[src/rtl/wide_add_pkg.sv]
// Shared types and sizing helpers for the nibble-serial wide adder sequencer.
package wide_add_pkg;

    typedef enum logic [1:0] {
        IDLE,
        ISSUE,
        WAIT,
        DONE
    } state_t;

    // Counter/index width that never collapses to zero bits.
    function automatic int clog2_min1(input int n);
        return (n <= 2) ? 1 : $clog2(n);
    endfunction

    function automatic int nib_width(input int width);
        return clog2_min1(width / 4);
    endfunction

endpackage

[src/rtl/wide_add_sequencer.sv]
// Serialises a WIDTH-bit add into 4-bit slices through an external registered CLA,
// chaining the carry LSB-first and presenting the reassembled result over valid/ready.
module wide_add_sequencer
    import wide_add_pkg::*;
#(
    parameter int WIDTH   = 16,
    parameter int ADD_LAT = 2
) (
    input  logic             clk,
    input  logic             reset,
    input  logic             in_valid,
    output logic             in_ready,
    input  logic [WIDTH-1:0] in_a,
    input  logic [WIDTH-1:0] in_b,
    input  logic             in_cin,
    output logic [3:0]       add_a,
    output logic [3:0]       add_b,
    output logic             add_cin,
    input  logic [3:0]       add_s,
    input  logic             add_cout,
    output logic             out_valid,
    input  logic             out_ready,
    output logic [WIDTH-1:0] out_sum,
    output logic             out_cout
);

    localparam int NIB   = WIDTH / 4;
    localparam int NIB_W = nib_width(WIDTH);
    localparam int CNT_W = clog2_min1(ADD_LAT);

    localparam logic [NIB_W-1:0] LAST_NIB = NIB_W'(NIB - 1);
    localparam logic [CNT_W-1:0] CNT_LOAD = CNT_W'(ADD_LAT - 1);

    state_t             state;
    state_t             state_next;
    logic [WIDTH-1:0]   a_reg;
    logic [WIDTH-1:0]   b_reg;
    logic [WIDTH-1:0]   sum_reg;
    logic               carry;
    logic [NIB_W-1:0]   nib;
    logic [CNT_W-1:0]   cnt;
    logic [NIB_W+1:0]   bit_base;

    assign bit_base = {nib, 2'b00};

    always_ff @(posedge clk or posedge reset) begin
        if (reset) begin
            state <= IDLE;
        end else begin
            state <= state_next;
        end
    end

    always_comb begin
        state_next = state;
        in_ready   = 1'b0;
        out_valid  = 1'b0;
        out_sum    = '0;
        out_cout   = 1'b0;
        add_a      = '0;
        add_b      = '0;
        add_cin    = 1'b0;
        case (state)
            IDLE: begin
                in_ready = 1'b1;
                if (in_valid) begin
                    state_next = ISSUE;
                end
            end
            ISSUE: begin
                add_a      = a_reg[bit_base +: 4];
                add_b      = b_reg[bit_base +: 4];
                add_cin    = carry;
                state_next = WAIT;
            end
            WAIT: begin
                add_a   = a_reg[bit_base +: 4];
                add_b   = b_reg[bit_base +: 4];
                add_cin = carry;
                if (cnt == '0) begin
                    state_next = (nib == LAST_NIB) ? DONE : ISSUE;
                end
            end
            DONE: begin
                out_valid = 1'b1;
                out_sum   = sum_reg;
                out_cout  = carry;
                if (out_ready) begin
                    state_next = IDLE;
                end
            end
            default: state_next = IDLE;
        endcase
    end

    // The adder output is only trusted in the final WAIT cycle; carry feeds the next slice.
    always_ff @(posedge clk or posedge reset) begin
        if (reset) begin
            a_reg   <= '0;
            b_reg   <= '0;
            sum_reg <= '0;
            carry   <= 1'b0;
            nib     <= '0;
            cnt     <= '0;
        end else begin
            case (state)
                IDLE: begin
                    if (in_valid) begin
                        a_reg   <= in_a;
                        b_reg   <= in_b;
                        carry   <= in_cin;
                        nib     <= '0;
                        sum_reg <= '0;
                    end
                end
                ISSUE: begin
                    cnt <= CNT_LOAD;
                end
                WAIT: begin
                    if (cnt == '0) begin
                        sum_reg[bit_base +: 4] <= add_s;
                        carry                  <= add_cout;
                        if (nib != LAST_NIB) begin
                            nib <= nib + NIB_W'(1);
                        end
                    end else begin
                        cnt <= cnt - CNT_W'(1);
                    end
                end
                default: ;
            endcase
        end
    end

endmodule

[config.mk]
export PLATFORM = sky130hd
export DESIGN_NAME = wide_add_sequencer
export DESIGN_NICKNAME = d
export VERILOG_FILES = /design/src/rtl/wide_add_pkg.sv /design/src/rtl/wide_add_sequencer.sv
export SDC_FILE = /design/constraint.sdc
export NUM_CORES = 1
export LEC_CHECK = 0
export CORE_MARGIN = 3
export CORE_UTILIZATION = 53
export DETAILED_ROUTE_END_ITERATION = 10
export PLACE_DENSITY = 0.85
export SKIP_CTS_REPAIR_TIMING = 1
export SYNTH_ARGS = -nofsm -noshare
export SYNTH_HDL_FRONTEND = slang
export SYNTH_SLANG_ARGS = --single-unit
[constraint.sdc]
create_clock -name clk -period 3 [get_ports clk]
set_input_delay 0.6 -clock clk [delete_from_list [all_inputs] [get_ports clk]]
set_output_delay 0.6 -clock clk [all_outputs]
set_load 0.05 [all_outputs]
* After elaboration in Yosys (flattened, before gate mapping) *
Cells that the tools add are included.

word-level totals
  memory bits (read-only) = 0
  latch bits = 0
  memories = 0
  flip-flop bits (word level) = 54
  memory bits (writable) = 0

cells by class
  $lt $le $gt $ge = 0
  mux-type cells = 25
  bitwise gates (word level) = 0
  reduce and logical (&&, ||, !) cells = 8
  equal/unequal tests = 9
  add/subtract/negate cells = 3
  div/mod/pow operators = 0
  multiply operators = 0
  shift operators = 4

operators with widths
  cell                                                   count
  two-way mux 16 bit                                     3
  one-hot mux 16 bit (2 select lines)                    1
  indexed part select 16 x 5 -> 4 bit                    2
  bitwise mux 16 bit                                     1
  variable shift 4 x 6 -> 16 bit (first input constant)  1
  indexed part select 4 x 6 -> 16 bit                    1
  two-way mux 2 bit                                      7
  != test 2 bit (second input constant)                  5
  two-way mux 4 bit                                      2
  one-hot mux 2 bit (4 select lines)                     1
  two-way mux 1 bit                                      7
  == test 2 bit (second input constant)                  3
  negation 4 -> 6 bit                                    1
  AND reduction 3 bit                                    2
  one-hot mux 1 bit (2 select lines)                     2
  one-hot mux 2 bit (2 select lines)                     1
  AND reduction 4 bit                                    1
  nonzero test 2 bit                                     2
  adder 2 x 1 -> 2 bit (second input constant)           1
  == test 2 x 1 -> 1 bit (second input constant)         1
  logical NOT 2 bit                                      1
  AND reduction 2 bit                                    1
  OR reduction 2 bit                                     1
  subtractor 1 bit (second input constant)               1

* Longest topological paths before layout *
  depth in word-level cells = 5
  depth in mapped cells = 7
  gate-level depth less buffers = 5

* Least setup slack after synthesis *
OpenSTA, ideal clock, no wires.

  kind = flip-flop to output port
  start point = register state[1]
  end point = output out_sum[0]
  setup slack = 0.752 ns
  arrival = 1.648 ns
  cell stages (with the launch flop) = 4
  data required time = 2.400 ns
  cell sequence = dfrtp_1 ha_1 clkbuf_1 and2_1

on the way
  word-level cells in the longest chain between the ends = 2

RTL lines
  element                   RTL line                  source
  start: declaration        wide_add_sequencer.sv:34  state_t state;
  start signal: assignment  wide_add_sequencer.sv:50  state <= state_next;
  == test 2 bit             wide_add_sequencer.sv:63  case (state)
  two-way mux 16 bit        wide_add_sequencer.sv:63
  end: declaration          wide_add_sequencer.sv:23  output logic [WIDTH-1:0] out_sum,

No other way between the ends.

* Worst setup path in the final report *
  start point = register state[0]
  end point = output out_sum[2]

Same word-level chain as after synthesis.

==> metrics.cfg <==
[setup_path]
path_max_fanout=20
r2r-start=nib[0]
reg2reg_to=sum_reg[11]
start_kind=flip-flop
r2r_setup_slack_ns=0.80
rr_worst_depth=5
endpoint_kind=output pin
required_ns=2.40
arrival_ns=2.20
critPathKind=flip-flop to output pin

[sta]
rsz0062_at_grt=false
min_period_over_period=0.933
whs_ns=0.502
tns_ns=0
finalSetupViolCount=0
maxSlewViolCount=0
hold_violations=0
slew_headroom=0.538
timing.final.crit_period_ns=2.80
tightest_slew_ns=0.693
final.setup.worst_slack_ns=0.202
skew_ns=0.00412
fmax_ghz=0.357

[floorplan]
fp.dieW_um=78.8
fp.coreArea_mm2=0.00491
dieArea_mm2=0.00621
chipHeight_um=78.8
initial_core_util=0.572
num_io_pins=70
row_count=25

[drt]
drtIter0Drc=94
first_pass_iters=4
drt_wl_total_mm=5.32
ant_nets=0
vias_per_cell=5.29
drc=0
vias=1910
wire_per_inst_um=14.7

[placement]
postPlaceCellArea_mm2=0.00355
gp_congestion=0.838
post-place-ws_ns=0.499
dpl.hpwl_mm=4.10
io_buffer_count=69

[power]
ir_drop_mv=0.541
power_density_mw_per_mm2=922
p_leak_nw=1.56

[yosys]
synth.avg_cell_area_um2=12.7
synth-edff-count=0
synthesis.area_mm2=0.00281
synth_cell_types=33
syn_inst=222
ys_seq_area_frac=0.481
synth_async_sr_flop_share=1.00
synth_fp_nets=272
ys_ff_latch=54
yosysWarningCount=0
synth_ff_type=dfrtp_1

[final_layout]
fillers=385
seqCellArea_mm2=0.00135
diodes=0
final_area_mm2=0.00364
drive_gt1_frac=0.255
nets=343
fin_util=0.741
area_growth_syn_to_layout_pct=29.4
multi_input_area_mm2=0.00136

[global_route]
gr-total-overflow=0
antenna_found_initial=0
grt_start_max_net_pins=34
grt_use_total=0.189
grt_pass1_vias=2000
grt_pass1_wl_mm=9.25

[clock_tree]
htree_levels=2
path_clk_slew_ns=0.09
numCtsBuffers=5
clk_path_buf_depth=2
cts_tree=done
cts_num_sinks=54
insertion_delay_ns=0.30
root_buffer=clkbuf_8

[outcome]
status=completed

[hold_path]
worstHoldPathCells=1
whs_endpoint=b_reg[1]
min_from=b_reg[1]
min_path_type=flip-flop to flip-flop

[flow_run]
maxCapViolations=0

## critical path: stages, from the launching register on
cell and delay [ns]:
dfrtp_1 0.40, ha_1 0.48, and2_1 0.20, clkdlybuf4s50_1 0.80
## cells by family (layout without fill, tap and decap cells)
group	count (synthesis)	count (layout)	share of synthesized area
DFF	54	54	0.481
and+or+nand+nor	68	68	0.139
AOI/OAI and AO/OA	11	11	0.0325
muxes	59	59	0.277
adders and majority gates	8	8	0.0356
buffers and inverters	22	94	0.0347
## cells in the mapped netlist, types with 2 or more instances
cell type / number / area [um^2]
o2bb2ai_1: 3 / 26.3
ha_1: 8 / 100
nor3_1: 4 / 20.0
dfrtp_1: 54 / 1350
mux4_1: 7 / 184
clkbuf_1: 3 / 11.3
mux2i_1: 4 / 40.0
buf_2: 3 / 15.0
nor2_1: 2 / 7.51
inv_1: 13 / 48.8
nor4_1: 8 / 50.1
mux2_2: 46 / 518
a21oi_2: 4 / 35.0
and2_1: 26 / 163
nand2_1: 12 / 45.0
nand2b_1: 8 / 50.1
## worst max-delay path by stage
stage	start	to	slack, ns	cells after the start
2_1_floorplan	state[1]	out_sum[0]	0.75	3
6_report	state[0]	out_sum[2]	0.20	3
3_5_place_dp	state[1]	out_sum[2]	0.50	3
5_1_grt	state[1]	out_sum[2]	0.002	3
3_3_place_gp	state[1]	out_cout	0.56	3
4_1_cts	state[1]	out_sum[2]	0.16	3
## cells in the final DEF, fill, tap and decap left out
cell type and count:
nor2_1 2, clkbuf_1 1, ha_1 8, a211o_1 1, nand3_1 1, nor3_1 4, and4bb_2 1, nand4_1 1
dfrtp_1 54, or2_2 1, nand2_2 1, nand2_1 12, o211ai_1 1, o2111ai_1 1, mux4_2 1, mux2i_1 4
nor4_1 8, clkbuf_8 6, a21oi_1 1, inv_1 12, o2bb2ai_1 3, nand2b_1 8, nor3b_1 1, inv_2 1
buf_4 12, mux2i_2 1, nor2b_1 1, clkinv_2 1, and2_1 26, clkdlybuf4s50_1 61, mux4_1 7, a21oi_2 4
and3_1 1, mux2_2 46
## where the power goes
| part | switching [mW] | internal (mW) | total [mW] | leakage [nW] |
|---|---|---|---|---|
| combinational | 0.958 | 0.813 | 1.77 | 0.835 |
| sequential | 0.171 | 1.00 | 1.17 | 0.672 |
| clock | 0.224 | 0.187 | 0.411 | 0.0482 |
## layer usage
layer | global-route usage | vias to the layer above | part of all wire
met5 | 0 | - | 0
met4 | 0.0464 | 0 | 0.011
met3 | 0.0556 | 7 | 0.065
met2 | 0.328 | 53 | 0.50
met1 | 0.233 | 926 | 0.42
li1 | - | 924 | -
## per-stage QoR
stage,power (mW),instances
floorplan,2.51,222
global placement,2.92,353
detailed placement,2.98,353
CTS,3.39,361
global route,3.59,361
finish,3.35,361
## layout make-up
class | instances | share of cell area
Multi-Input combinational cell | 146 | 0.374
Clock inverter | 1 | 0.00138
Timing Repair Buffer | 73 | 0.193
Clock buffer | 7 | 0.0237
Inverter | 13 | 0.0134
Sequential cell | 54 | 0.372
Tap cell | 67 | 0.0230
(Power assumes the default switching activity.)
